--- config.mk ---
export PLATFORM = sky130hd
export DESIGN_NAME = pipe_ctrl_unit
export DESIGN_NICKNAME = d
export VERILOG_FILES = /design/src/rtl/pipe_ctrl_pkg.sv /design/src/rtl/pipe_ctrl_unit_decode.sv /design/src/rtl/pipe_ctrl_unit.sv
export SDC_FILE = /design/constraint.sdc
export NUM_CORES = 1
export LEC_CHECK = 0
export BUFFER_PORTS_ARGS = -buffer_cell sky130_fd_sc_hd__buf_2
export CORE_AREA = 2 2 64 66
export CTS_CLUSTER_SIZE = 20
export DETAILED_ROUTE_END_ITERATION = 10
export DIE_AREA = 0 0 66 68
export GPL_ROUTABILITY_DRIVEN = 1
export PLACE_DENSITY = 0.62
export SLEW_MARGIN = 10
export SYNTH_ARGS = -nofsm -noshare
export SYNTH_HDL_FRONTEND = slang
export SYNTH_HIERARCHICAL = 1
export SYNTH_SLANG_ARGS = --single-unit
--- constraint.sdc ---
create_clock -name clk_i -period 1.9 [get_ports clk_i]
set_input_delay 0.095 -clock clk_i [delete_from_list [all_inputs] [get_ports clk_i]]
set_output_delay 0.095 -clock clk_i [all_outputs]
set_load 0.01 [all_outputs]
--- src/rtl/pipe_ctrl_pkg.sv ---
// Shared definitions for the pipelined MIPS control unit: opcodes, ALUOp
// classes, control-word layout and the per-stage register slices.
`timescale 1ns/1ps
package pipe_ctrl_pkg;

  localparam logic [5:0] OP_RTYPE = 6'b000000;
  localparam logic [5:0] OP_ADDI  = 6'b001000;
  localparam logic [5:0] OP_LW    = 6'b100011;
  localparam logic [5:0] OP_SW    = 6'b101011;
  localparam logic [5:0] OP_BEQ   = 6'b000100;
  localparam logic [5:0] OP_J     = 6'b000010;

  localparam logic [1:0] ALUOP_ADD   = 2'b00;
  localparam logic [1:0] ALUOP_SUB   = 2'b01;
  localparam logic [1:0] ALUOP_FUNCT = 2'b11;

  localparam int CW_ALUSRC   = 0;
  localparam int CW_ALUOP_LO = 1;
  localparam int CW_ALUOP_HI = 2;
  localparam int CW_REGDST   = 3;
  localparam int CW_MEMREAD  = 4;
  localparam int CW_MEMWRITE = 5;
  localparam int CW_REGWRITE = 6;
  localparam int CW_MEMTOREG = 7;
  localparam int CW_W        = 8;

  // Field order mirrors the bit indices above (MSB = MemtoReg).
  typedef struct packed {
    logic       memtoreg;
    logic       regwrite;
    logic       memwrite;
    logic       memread;
    logic       regdst;
    logic [1:0] aluop;
    logic       alusrc;
  } ctrl_word_t;

  typedef struct packed {
    logic memtoreg;
    logic regwrite;
    logic memwrite;
    logic memread;
  } ex_mem_t;

  typedef struct packed {
    logic memtoreg;
    logic regwrite;
  } mem_wb_t;

  localparam ctrl_word_t CTRL_NOP = '0;

endpackage

--- src/rtl/pipe_ctrl_unit_decode.sv ---
// Pure combinational opcode decoder: control word, branch/jump selects and
// the illegal-opcode flag for the instruction sitting in ID.
`timescale 1ns/1ps
module ctrl_decode
  import pipe_ctrl_pkg::*;
#(
  parameter int OP_W = 6
) (
  input  logic [OP_W-1:0] op_i,
  input  logic            valid_i,
  output ctrl_word_t      word_o,
  output logic            branch_o,
  output logic            jump_o,
  output logic            illegal_o
);

  logic [CW_W-1:0] word_bits;
  logic            known;

  always_comb begin
    word_bits = '0;
    known     = 1'b1;
    branch_o  = 1'b0;
    jump_o    = 1'b0;
    case (op_i)
      OP_W'(OP_RTYPE): begin
        word_bits[CW_ALUOP_HI:CW_ALUOP_LO] = ALUOP_FUNCT;
        word_bits[CW_REGDST]               = 1'b1;
        word_bits[CW_REGWRITE]             = 1'b1;
      end
      OP_W'(OP_ADDI): begin
        word_bits[CW_ALUSRC]               = 1'b1;
        word_bits[CW_ALUOP_HI:CW_ALUOP_LO] = ALUOP_ADD;
        word_bits[CW_REGWRITE]             = 1'b1;
      end
      OP_W'(OP_LW): begin
        word_bits[CW_ALUSRC]               = 1'b1;
        word_bits[CW_ALUOP_HI:CW_ALUOP_LO] = ALUOP_ADD;
        word_bits[CW_MEMREAD]              = 1'b1;
        word_bits[CW_REGWRITE]             = 1'b1;
        word_bits[CW_MEMTOREG]             = 1'b1;
      end
      OP_W'(OP_SW): begin
        word_bits[CW_ALUSRC]               = 1'b1;
        word_bits[CW_ALUOP_HI:CW_ALUOP_LO] = ALUOP_ADD;
        word_bits[CW_MEMWRITE]             = 1'b1;
      end
      OP_W'(OP_BEQ): begin
        word_bits[CW_ALUOP_HI:CW_ALUOP_LO] = ALUOP_SUB;
        branch_o                           = 1'b1;
      end
      OP_W'(OP_J): begin
        jump_o = 1'b1;
      end
      default: begin
        known = 1'b0;
      end
    endcase
    // An invalid slot is never illegal; it simply becomes a bubble upstream.
    illegal_o = valid_i & ~known;
    word_o    = ctrl_word_t'(word_bits);
  end

endmodule

--- src/rtl/pipe_ctrl_unit.sv ---
// Pipelined control unit: ID decode, load-use hazard stall, branch/jump
// flush, ID/EX -> EX/MEM -> MEM/WB control registers and illegal-op counter.
`timescale 1ns/1ps
module pipe_ctrl_unit
  import pipe_ctrl_pkg::*;
#(
  parameter int OP_W      = 6,
  parameter int REG_W     = 5,
  parameter int ALUOP_W   = 2,
  parameter int EN_HAZARD = 1,
  parameter int CNT_W     = 8
) (
  input  logic               clk_i,
  input  logic               rst_n_i,
  input  logic               valid_i,
  input  logic [OP_W-1:0]    op_i,
  input  logic [REG_W-1:0]   id_rs_i,
  input  logic [REG_W-1:0]   id_rt_i,
  input  logic [REG_W-1:0]   ex_rt_i,
  input  logic               flush_i,
  output logic               branch_o,
  output logic               jump_o,
  output logic               stall_o,
  output logic               ex_alusrc_o,
  output logic [ALUOP_W-1:0] ex_aluop_o,
  output logic               ex_regdst_o,
  output logic               ex_memread_o,
  output logic               mem_read_o,
  output logic               mem_write_o,
  output logic               wb_regwrite_o,
  output logic               wb_memtoreg_o,
  output logic               illegal_o,
  output logic [CNT_W-1:0]   illegal_cnt_o
);

  ctrl_word_t dec_word;
  logic       dec_branch;
  logic       dec_jump;
  logic       dec_illegal;

  ctrl_word_t id_ex_q, id_ex_d;
  ex_mem_t    ex_mem_q, ex_mem_d;
  mem_wb_t    mem_wb_q, mem_wb_d;
  logic [CNT_W-1:0] illegal_cnt_q, illegal_cnt_d;
  logic             illegal_q, illegal_d;

  logic hazard;
  logic bubble;
  logic count_en;

  ctrl_decode #(
    .OP_W (OP_W)
  ) u_decode (
    .op_i      (op_i),
    .valid_i   (valid_i),
    .word_o    (dec_word),
    .branch_o  (dec_branch),
    .jump_o    (dec_jump),
    .illegal_o (dec_illegal)
  );

  // Register 0 is hard-wired zero, so a load targeting it never creates a hazard.
  assign hazard = (EN_HAZARD != 0) && id_ex_q.memread && (ex_rt_i != '0) &&
                  ((ex_rt_i == id_rs_i) || (ex_rt_i == id_rt_i));

  assign stall_o  = hazard;
  assign bubble   = ~valid_i | dec_illegal | hazard | flush_i;
  assign count_en = dec_illegal & ~hazard & ~flush_i;

  assign branch_o = rst_n_i & dec_branch & valid_i & ~hazard & ~flush_i;
  assign jump_o   = rst_n_i & dec_jump & valid_i & ~hazard & ~flush_i;

  always_comb begin
    id_ex_d  = bubble ? CTRL_NOP : dec_word;

    ex_mem_d          = '0;
    ex_mem_d.memread  = id_ex_q.memread;
    ex_mem_d.memwrite = id_ex_q.memwrite;
    ex_mem_d.regwrite = id_ex_q.regwrite;
    ex_mem_d.memtoreg = id_ex_q.memtoreg;

    mem_wb_d          = '0;
    mem_wb_d.regwrite = ex_mem_q.regwrite;
    mem_wb_d.memtoreg = ex_mem_q.memtoreg;

    illegal_cnt_d = illegal_cnt_q;
    if (count_en && (illegal_cnt_q != {CNT_W{1'b1}})) begin
      illegal_cnt_d = illegal_cnt_q + CNT_W'(1);
    end
    illegal_d = illegal_q | count_en;
  end

  always_ff @(posedge clk_i or negedge rst_n_i) begin
    if (!rst_n_i) begin
      id_ex_q       <= CTRL_NOP;
      ex_mem_q      <= '0;
      mem_wb_q      <= '0;
      illegal_cnt_q <= '0;
      illegal_q     <= 1'b0;
    end else begin
      id_ex_q       <= id_ex_d;
      ex_mem_q      <= ex_mem_d;
      mem_wb_q      <= mem_wb_d;
      illegal_cnt_q <= illegal_cnt_d;
      illegal_q     <= illegal_d;
    end
  end

  assign ex_alusrc_o  = id_ex_q.alusrc;
  assign ex_regdst_o  = id_ex_q.regdst;
  assign ex_memread_o = id_ex_q.memread;

  // ALUOp is zero-extended when the datapath uses a wider field.
  for (genvar gi = 0; gi < ALUOP_W; gi++) begin : g_aluop
    if (gi < 2) begin : g_bit
      assign ex_aluop_o[gi] = id_ex_q.aluop[gi];
    end else begin : g_zero
      assign ex_aluop_o[gi] = 1'b0;
    end
  end

  assign mem_read_o    = ex_mem_q.memread;
  assign mem_write_o   = ex_mem_q.memwrite;
  assign wb_regwrite_o = mem_wb_q.regwrite;
  assign wb_memtoreg_o = mem_wb_q.memtoreg;
  assign illegal_o     = illegal_q;
  assign illegal_cnt_o = illegal_cnt_q;

endmodule

==> impl_results.md, run 1 <==
- Outcome: finished, final reports clean
- Gpl congestion: ~0.86
- Hold_buf cts: 1
- Max cap viols: 0
- Worst slew pin tran: between 0.3 and 0.4 ns
- Asr flop ratio synth: between 90% and 100%
- Synth-to-Final Area Change: 34.73%
- Global-route wire length before repair: 3857 um
- Total track usage: between 10% and 20%
- Post-synth top area share: 50.55%
- Register area: between 500 and 600 um2
- Synth Instances: 104
- Final hold viol count: 0
- H-Tree Depth: 1
- CP Max Fanout: 4
- Area contributors post-synth: dfrtp_1 (51%), xor2_1 (7.7%), and2_1 (4.9%), nor3_1 (3.1%), xnor2_1 (3.1%)
- Routed wire length per instance: 12.05 um
- Max IR drop VDD: around 0.23 mV
- Row count: 23
- Initial DRT Pass Iterations: 4
- Post-CTS sizing: 0
- Final Cycle Share: 87.79%
- Tmin final: 1.668 ns
- Post-CTS Setup Repair Bufs: 0
- Placed cells: slightly above 200
- Pre-CTS WS: -0.03431 ns
- Die height: 68 um
- Worst EP required: around 2.1 ns
- WL final: about 2500 um
- Total global routing overflow: 0
- Main flop type after synthesis: dfrtp_1
- Worst path max stage delay: just under 0.5 ns
- Seq cells post-synth: 23
- Vias: ~980
- Placed instance area: about 1500 um2
- CP startpoint kind: flip-flop
- Cell area after synthesis: ~1100 um2
- Clk buf depth: 2
- Worst Skew: around 0.0058 ns
- Slew Viols, Final: 0
- Netlist cell types: 34
- Final instance area: between 1500 and 2000 um2
- Non-Filler Instances: 209
- EDFF count, synth: 0
- Worst path slowest cell: or4b_1
- Leakage: approximately 0.76 nW
- Initial Util: 29.53%
- Fillers: roughly 380
- Multi-input logic area: about 540 um2
- Hold_ws: approximately 0.18 ns
- Port Buffer Count: 45
- Final setup TNS: 0 ns
- Yosys top cell by area: dfrtp_1
- Top-count cell post-synth: dfrtp_1
- Post-DRT Antenna Nets: 0
- Vias in the first global route: between 800 and 900
- Vias per cell: 4.694
- CTS clk-pin slew, worst paths: 0.08 ns
- Die area: 4488 um2
- CP Class: flip-flop to flip-flop
- Num CTS Buffers: 3
- Io pins: 46
- Die extent in x: approximately 66 um
- Ant. Diodes: 0
- Delay-heaviest family, CP: simple AND/OR/NAND/NOR gates
- Detailed placer's ending HPWL: roughly 2000 um
- Hold Crit Class: input port to flip-flop
- Synth Area per Inst: roughly 11 um2
- Arrival time worst endpoint: between 1.5 and 2 ns
- Max Clk Rate: 599.5 MHz
- Final worst setup slack: around 0.23 ns
- Number of warnings issued by yosys: 6
- Most frequent cells after synthesis: dfrtp_1 (23), xor2_1 (10), and2_1 (9)
- CP Capture Type: flip-flop
- RSZ-0062 raised after global routing: false
- Ratio of cells with drive above 1 in the final layout: roughly two fifths
- Nets: 186
- Core area: around 3900 um2
- Sink Count: 23
- WP buf/inv: 0
- Initial antenna violation count: 0
- TritonCTS clock tree: done
- Post-synthesis sequential area ratio: 50.55%
- Worst skew pair latency: ~0.26 ns
- Post-Syn Nets: 130
- Crit-path cells: ha_1 -> nand2_1 -> or4b_1 -> mux2_1
- DRC viols: 0
- Largest net degree at the start of global routing: 24
- Drt initial violations: 21
- Slew headroom: 77.00%
- Final setup fails: 0
- Clk root buf: clkbuf_8
- P per Cell Area: a little over 800 nW/um2
==> final cells by class <==
cell class | count | area share (%)
Sequential cell | 23 | 37.52
Timing Repair Buffer | 56 | 20.23
Clock buffer | 3 | 2.692
Tap cell | 50 | 4.078
Clock inverter | 1 | 0.3263
Multi-Input combinational cell | 76 | 35.15
==> power by group <==
group	leakage (nW)	switching [W]	total, W	internal (W)
Sequential	0.304	0.0000869	0.000641	0.000554
Clock	0.0255	0.000146	0.000292	0.000146
Combinational	0.435	0.000168	0.000331	0.000163
==> metrics by stage <==
stage / util, % / power (W)
after floorplan: - / 0.0008126
after global placement: 38.32 / 0.0009624
after detailed placement: 38.32 / 0.0009838
after CTS: 39.78 / 0.001278
after global routing: 39.78 / 0.001335
final: 39.78 / 0.001264
==> metal layers <==
metal  vias to the layer above  part of all wire (%)  GRT usage [%]
li1                        481                     -              -
met1                       463                    43          14.05
met2                        33                    50          19.19
met3                         4                   5.4         0.9868
met4                         0                   1.3          4.592
met5                         -                     0              0
==> worst register-to-register path: stages (launching register included) <==
cell     delay, ns
dfrtp_1       0.41
ha_1          0.23
nand2_1       0.10
or4b_1        0.49
mux2_1        0.33
==> cells by family (layout without fill, tap and decap cells) <==
logic type,count (synthesis),after routing,synth area share (%)
AOI/OAI and AO/OA,10,10,5.715
buffers and inverters,5,60,2.088
DFF,23,23,50.55
and+or+nand+nor,47,47,25.82
adders and majority gates,1,1,1.099
xor gates and xnor gates,14,14,10.77
muxes,4,4,3.956
==> registers in the layout, summed over array words and instances (netlist names), 2 cells and up <==
signal	flops
ex_mem_d	3
illegal_cnt_o	8
ex_mem_q	2
ex_aluop_o	2
==> path summary, 6_finish.rpt <==
kind / start / to / slack [ns] / cells past startpoint
max: illegal_cnt_o[0]$_DFFE_PN0P_ / illegal_cnt_o[4]$_DFFE_PN0P_ / 0.23 / 4
min: op_i[3] / ex_aluop_o[0]$_DFF_PN0_ / 0.18 / 3
max reg2reg: illegal_cnt_o[0]$_DFFE_PN0P_ / illegal_cnt_o[4]$_DFFE_PN0P_ / 0.23 / 4
min reg2reg: ex_mem_q[2]$_DFF_PN0_ / wb_regwrite_o$_DFF_PN0_ / 0.35 / 0
max in group asynchronous: rst_n_i / ex_mem_q[3]$_DFF_PN0_ / 1.27 / 3
min in group asynchronous: rst_n_i / illegal_cnt_o[2]$_DFFE_PN0P_ / 0.40 / 3
==> cell usage in the layout (no fill, tap or decap), types with 3 or more instances in the layout <==
master     n
buf_2     45
xnor2_1    4
nor2_1     4
dfrtp_1   23
nor4_1     3
nor3_1     7
mux2_2     3
nand2b_1   3
nand2_1    4
xor2_1    10
clkbuf_8   3
buf_4     10
and2_1     9
nand3_1    4
No activity file was read; power rests on OpenSTA's default activity.
==> run 2: changes to the inputs <==
--- a/config.mk
+++ b/config.mk
@@ -5,8 +5,9 @@
 export SDC_FILE = /design/constraint.sdc
 export NUM_CORES = 1
 export LEC_CHECK = 0
-export BUFFER_PORTS_ARGS = -buffer_cell sky130_fd_sc_hd__buf_2
+export BUFFER_PORTS_ARGS = -buffer_cell sky130_fd_sc_hd__buf_4
 export CORE_AREA = 2 2 64 66
+export CTS_BUF_LIST = sky130_fd_sc_hd__clkbuf_16
 export CTS_CLUSTER_SIZE = 20
 export DETAILED_ROUTE_END_ITERATION = 10
 export DIE_AREA = 0 0 66 68
==> run 2 against run 1 <==
Against the previous run:
- die area stayed put
- sequential share of layout area is 2.9 points lower
- core utilization grew 3.3 points
- clock power rose by 54%
- largest power group unchanged
- highest routed layer unchanged
==> impl_results.md, run 2 (synthesized netlist as in run 1, its figures left out) <==
- Clk buf depth: 2 (unchanged)
- Post-CTS Setup Repair Bufs: 0 (unchanged)
- Vias: 965 (-1.6%)
- Worst Skew: 0.002852 ns (-0.002913 ns)
- Final hold viol count: 0 (unchanged)
- Synth-to-Final Area Change: 45.82%
- Initial Util: 29.53% (unchanged)
- Arrival time worst endpoint: 1.55 ns (-0.26 ns)
- Net Sw Frac: 28.38% (-3.3 points)
- Die extent in x: 66 um (unchanged)
- Final setup TNS: 0 ns (unchanged)
- Setup slack, reg-to-reg: 0.28 ns (+0.05 ns)
- Final setup fails: 0 (unchanged)
- Clk root buf: clkbuf_16
- Largest net degree at the start of global routing: 26 (+8.3%)
- DRC viols: 0 (unchanged)
- Worst path most repeated cell: buf_4
- Hold Path Depth: 3 (unchanged)
- RSZ-0062 raised after global routing: false
- Vias per cell: 4.684 (-0.20%)
- Outcome: finished, final reports clean
- Drt initial violations: 7 (-67%)
- Switching Power: 0.0004138 W (+3.2%)
- Global-route wire length before repair: 3988 um (+3.4%)
- Delay-heaviest family, CP: buffers and inverters
- WP buf/inv: 4 (+4)
- WL final: 2483 um (-1.4%)
- Ratio of cells with drive above 1 in the final layout: 39.74% (-1.1 points)
- Worst flop-to-flop path startpoint: illegal_cnt_o[0]$_DFFE_PN0P_
- Max IR drop VDD: 0.2731 mV (+19%)
- Final worst setup slack: 0.2575 ns (+0.02551 ns)
- Slew Viols, Final: 0 (unchanged)
- Crit-path cells: buf_4 -> buf_4 -> xor2_1 -> nor3_1 -> nand3_1 -> a21oi_1 -> buf_4 -> nor2_1 -> and4_1 -> buf_4
- Vias in the first global route: 941 (+5.5%)
- Total track usage: 11.61% (+0.63 points)
- Most common cell after layout, fill and taps aside: buf_4
- Post-DRT Antenna Nets: 0 (unchanged)
- Nets: 183 (-1.6%)
- Total global routing overflow: 0 (unchanged)
- Leakage: 0.7875 nW (+3.0%)
- Internal: 0.001044 W (+21%)
- Sink Count: 23 (unchanged)
- Pre-CTS WS: -0.0003700 ns (+0.03394 ns)
- Row count: 23 (unchanged)
- Clk pwr share: 30.9% (+7.8 points)
- Final Cycle Share: 86.45% (-1.3 points)
- CTS clk-pin slew, worst paths: 0.06 ns (-0.02 ns)
- CP startpoint kind: input port
- Port Buffer Count: 45 (unchanged)
- Worst skew pair latency: 0.25 ns (about the same)
- Max cap viols: 0 (unchanged)
- Worst EP required: 1.80 ns (-0.25 ns)
- CP Capture Type: output pin
- Core area: 3856 um2 (unchanged)
- Hold Crit Start: op_i[3]
- Hold Crit Class: input port to flip-flop
- CP Class: input port to output pin
- TritonCTS clock tree: done
- Die area: 4488 um2 (unchanged)
- Die height: 68 um (unchanged)
- Max Clk Rate: 608.8 MHz (+1.6%)
- Worst path slowest cell: a21oi_1
- Worst slew pin tran: 0.3274 ns (-0.01534 ns)
- CP Max Fanout: 6 (+2)
- H-Tree Depth: 1 (unchanged)
- P per Cell Area: 878.1 nW/um2 (+6.6%)
- Worst path max stage delay: 0.21 ns (-0.28 ns)
- Io pins: 46 (unchanged)
- Reg power frac: 44.0% (-6.7 points)
- Hold endpoint: ex_aluop_o[0]$_DFF_PN0_
- Routed wire length per instance: 12.05 um (about the same)
- Ant. Diodes: 0 (unchanged)
- R2R cell count: 4 (unchanged)
- Initial antenna violation count: 0 (unchanged)
- Max reg flops: 8 (unchanged)
- Comb pwr share: 25.1% (-1.1 points)
- Detailed placer's ending HPWL: 1999 um (-0.38%)
- Tmin final: 1.643 ns (-0.02551 ns)
- Gpl congestion: 0.7784 (-9.1%)
- Slew headroom: 77.97% (+0.98 points)
- Num CTS Buffers: 3 (unchanged)
- R2r endpoint: illegal_cnt_o[4]$_DFFE_PN0P_
- Initial DRT Pass Iterations: 3 (-1)
- Commonest non-fill, non-tap cells in the layout: buf_4 (52), dfrtp_1 (23), xor2_1 (10)
[run 2: worst max-delay path by stage]
stage                from                           end  depth (start not counted)
2_1_floorplan     op_i[2]  illegal_cnt_o[4]$_DFFE_PN0P_                          8
3_3_place_gp   ex_rt_i[1]  illegal_cnt_o[4]$_DFFE_PN0P_                          6
3_5_place_dp   ex_rt_i[1]  illegal_cnt_o[6]$_DFFE_PN0P_                          7
4_1_cts        ex_rt_i[1]  illegal_cnt_o[6]$_DFFE_PN0P_                          7
5_1_grt        ex_rt_i[2]                      branch_o                         10
6_report       ex_rt_i[2]                        jump_o                         10
[run 2: timing repair]
item                      4_1_cts  5_1_grt
hold endpoints to repair       23        0
hold buffers                    1        0
resized for setup               0        0
[run 2: area by class of cell]
cell class,count,area (um2)
multi-input combinational,76,539.3
sequential,23,575.6
clock inverter,1,7.507
clock buffer,3,75.07
fill,396,2196
timing repair buffer,53,400.4
tap,50,62.56
[run 2: metrics by stage]
stage / area [um2] / utilization, % / total power, W / cells / hold slack [ns]
floorplan: 1140 / - / 0.0008126 / 104 / -0.2006
global placement: 1568 / 40.66 / 0.001008 / 201 / 0.003584
detailed placement: 1568 / 40.66 / 0.001025 / 201 / 0.007060
CTS: 1660 / 43.06 / 0.001483 / 206 / 0.1820
global route: 1660 / 43.06 / 0.001553 / 206 / 0.2027
finish: 1660 / 43.06 / 0.001458 / 206 / 0.1858
[run 2: tightest hold or removal path, delay by kind of cell]
| kind | cells | cell delay [ns] |
|---|---|---|
| buf+inv | 1 | 0.14 |
| simple gates | 2 | 0.16 |
[run 2: routing by layer]
metal  share of wire, %  GRT usage [%]  up-vias
met3                6.7          2.796        4
met1                 40          13.40      454
met5                  0              0        -
met2                 51          20.45       34
li1                   -              -      473
met4                2.0          5.357        0
[run 2: power groups by stage]
stage	sequential, W	clock (W)	combinational, W
after floorplan	0.000668	0	0.000145
after global placement	0.000650	0	0.000358
after detailed placement	0.000654	0	0.000371
after CTS	0.000645	0.000463	0.000375
after global routing	0.000657	0.000484	0.000412
final	0.000642	0.000450	0.000366
==> run 3: changes to the inputs <==
--- a/config.mk
+++ b/config.mk
@@ -6,13 +6,13 @@
 export NUM_CORES = 1
 export LEC_CHECK = 0
 export BUFFER_PORTS_ARGS = -buffer_cell sky130_fd_sc_hd__buf_4
-export CORE_AREA = 2 2 64 66
+export CORE_AREA = 2 2 62 64
 export CTS_BUF_LIST = sky130_fd_sc_hd__clkbuf_16
 export CTS_CLUSTER_SIZE = 20
 export DETAILED_ROUTE_END_ITERATION = 10
-export DIE_AREA = 0 0 66 68
+export DIE_AREA = 0 0 64 66
 export GPL_ROUTABILITY_DRIVEN = 1
-export PLACE_DENSITY = 0.62
+export PLACE_DENSITY = 0.65
 export SLEW_MARGIN = 10
 export SYNTH_ARGS = -nofsm -noshare
 export SYNTH_HDL_FRONTEND = slang
==> run 3 against run 2 <==
Against the previous run:
- worst hold slack improved by 0.0094 ns
- clock skew up 0.0015 ns
- wire length fell by 0.40%
- total power down 1.1%
- cell area is 0.75% higher
- global-route usage grew 0.90 points
- combinational power hardly changed
- setup slack got worse by 0.17 ns
- flip-flop and latch count unchanged
- clock power decreased by 4%
- core utilization up 4.1 points
- non-clock buffer count up 2
==> impl_results.md, run 3 (synthesized netlist as in run 1, its figures left out) <==
- Outcome: finished, final reports clean
- Max Clk Rate: 552.2 MHz (-9.3%)
- Worst slew pin tran: 0.3797 ns (+0.05232 ns)
- Total track usage: 12.51% (+0.90 points)
- Global-route wire length before repair: 4146 um (+4.0%)
- Nets: 185 (+1.1%)
- Initial antenna violation count: 0 (unchanged)
- Post-DRT Antenna Nets: 0 (unchanged)
- Slew headroom: 74.52% (-3.5 points)
- P per Cell Area: 861.6 nW/um2 (-1.9%)
- Slew Viols, Final: 0 (unchanged)
- Final Cycle Share: 95.31% (+8.9 points)
- Worst EP required: 1.80 ns (about the same)
- Vias in the first global route: 975 (+3.6%)
- Post-CTS Setup Repair Bufs: 0 (unchanged)
- Clk root buf: clkbuf_16
- WL final: 2473 um (-0.40%)
- Worst flop-to-flop path startpoint: illegal_cnt_o[0]$_DFFE_PN0P_
- Final worst setup slack: 0.08904 ns (-0.1684 ns)
- Setup slack, reg-to-reg: 0.25 ns (-0.03 ns)
- CP startpoint kind: input port
- Most common cell after layout, fill and taps aside: buf_4
- Routed wire length per instance: 12.00 um (-0.40%)
- Core area: 3551 um2 (-7.9%)
- R2R cell count: 4 (unchanged)
- Io pins: 46 (unchanged)
- Drt initial violations: 14 (+7)
- Met2 Resource Use GR: 23.05% (+2.6 points)
- Hold Crit Class: input port to flip-flop
- Most crowded layer after global routing: met2
- Commonest non-fill, non-tap cells in the layout: buf_4 (54), dfrtp_1 (23), xor2_1 (10)
- H-Tree Depth: 1 (unchanged)
- TritonCTS clock tree: done
- Row count: 22 (-4.3%)
- Pre-CTS WS: -0.08097 ns (-0.08060 ns)
- Ant. Diodes: 0 (unchanged)
- Die extent in x: 64 um (-3.0%)
- Die height: 66 um (-2.9%)
- Port Buffer Count: 45 (unchanged)
- Vias per cell: 4.709 (+0.52%)
- Initial DRT Pass Iterations: 4 (+1)
- Gpl congestion: 0.8900 (+14%)
- CTS clk-pin slew, worst paths: 0.05 ns (about the same)
- Max IR drop VDD: 0.3630 mV (+33%)
- DRC viols: 0 (unchanged)
- Clk buf depth: 2 (unchanged)
- Met1 usage in global routing: 13.53% (+0.13 points)
- Initial Util: 32.06% (+2.5 points)
- Crit path capture: branch_o
- Critical Path Start: ex_rt_i[3]
- Die area: 4224 um2 (-5.9%)
- Final hold viol count: 0 (unchanged)
- R2r endpoint: illegal_cnt_o[4]$_DFFE_PN0P_
- CP Max Fanout: 5 (-1)
- Max reg flops: 8 (unchanged)
- Ratio of cells with drive above 1 in the final layout: 40.51% (+0.76 points)
- CP Class: input port to output pin
- Sink Count: 23 (unchanged)
- Detailed placer's ending HPWL: 1938 um (-3.1%)
- Largest net degree at the start of global routing: 26 (unchanged)
- Total global routing overflow: 0 (unchanged)
- Max cap viols: 0 (unchanged)
- Final setup fails: 0 (unchanged)
- Worst Skew: 0.004348 ns (+0.001497 ns)
- CP Capture Type: output pin
- Arrival time worst endpoint: 1.72 ns (+0.17 ns)
- Synth-to-Final Area Change: 46.92%
- Vias: 970 (+0.52%)
- Worst skew pair latency: 0.25 ns (about the same)
- Num CTS Buffers: 3 (unchanged)
- Tmin final: 1.811 ns (+0.1684 ns)
- Met3 GRT Util: 1.874% (-0.92 points)
- Hold_ws: 0.1952 ns (+0.009417 ns)
- Leakage: 0.8017 nW (+1.8%)
run 3: changes by cell type in the layout (fill, tap and decap cells not counted):
cell,before,now
buf_4,52,54
a21oi_2,0,1
a21oi_1,2,1
clkinvlp_4,1,0
inv_1,0,1
run 3: worst min path at each step:
stage,from,endpoint,slack (ns),cells after the start
global route,op_i[3],ex_aluop_o[0]$_DFF_PN0_,0.20,3
global placement,rst_n_i,ex_mem_d[1]$_DFF_PN0_,0.005,1
floorplan,rst_n_i,ex_aluop_o[0]$_DFF_PN0_,-0.20,0
CTS,op_i[3],ex_aluop_o[0]$_DFF_PN0_,0.19,3
finish,op_i[3],ex_aluop_o[0]$_DFF_PN0_,0.20,3
detailed placement,rst_n_i,ex_mem_d[1]$_DFF_PN0_,0.01,1
run 3: area by class of cell:
| class | instances | area [um2] |
|---|---|---|
| sequential | 23 | 575.6 |
| tap | 48 | 60.06 |
| clock inverter | 1 | 3.754 |
| timing repair buffer | 55 | 415.4 |
| clock buffer | 3 | 75.07 |
| fill | 333 | 1878 |
| multi-input combinational | 76 | 543.0 |
run 3: critical path: stages:
cell     delay, ns
buf_4         0.11
buf_4         0.13
xor2_1        0.15
nor3_1        0.23
nand3_1       0.14
a21oi_2       0.27
buf_4         0.20
nor2_1        0.05
and4_1        0.20
buf_4         0.14
run 3: per-stage QoR:
step                      cells  area, um2  total power [W]  setup TNS, ns  utilization [%]
after floorplan             104       1140        0.0008126              0                -
after global placement      201       1580         0.001009       -0.03694            44.50
after detailed placement    201       1580         0.001020       -0.08097            44.50
after CTS                   206       1669         0.001462              0            47.00
after global routing        206       1673         0.001536       -0.07055            47.11
final                       206       1673         0.001441              0            47.11
run 3: timing repair:
item,4_1_cts,5_1_grt
gates resized for setup,0,1
endpoints found under the hold margin,23,0
endpoints found under the setup margin,0,2
hold buffers,1,0
run 3: power breakdown:
part	switching (W)	internal, W	total (W)
clock	0.000151	0.000280	0.000431
sequential	0.0000914	0.000556	0.000647
combinational	0.000158	0.000205	0.000363
run 3: per-layer routing:
layer / routed length, um / vias to the layer above / share of wire [%]
met5: 0 / - / 0
met4: 66 / 0 / 2.7
met3: 100 / 6 / 4.0
met2: 1329 / 26 / 54
met1: 977 / 459 / 40
li1: - / 479 / -
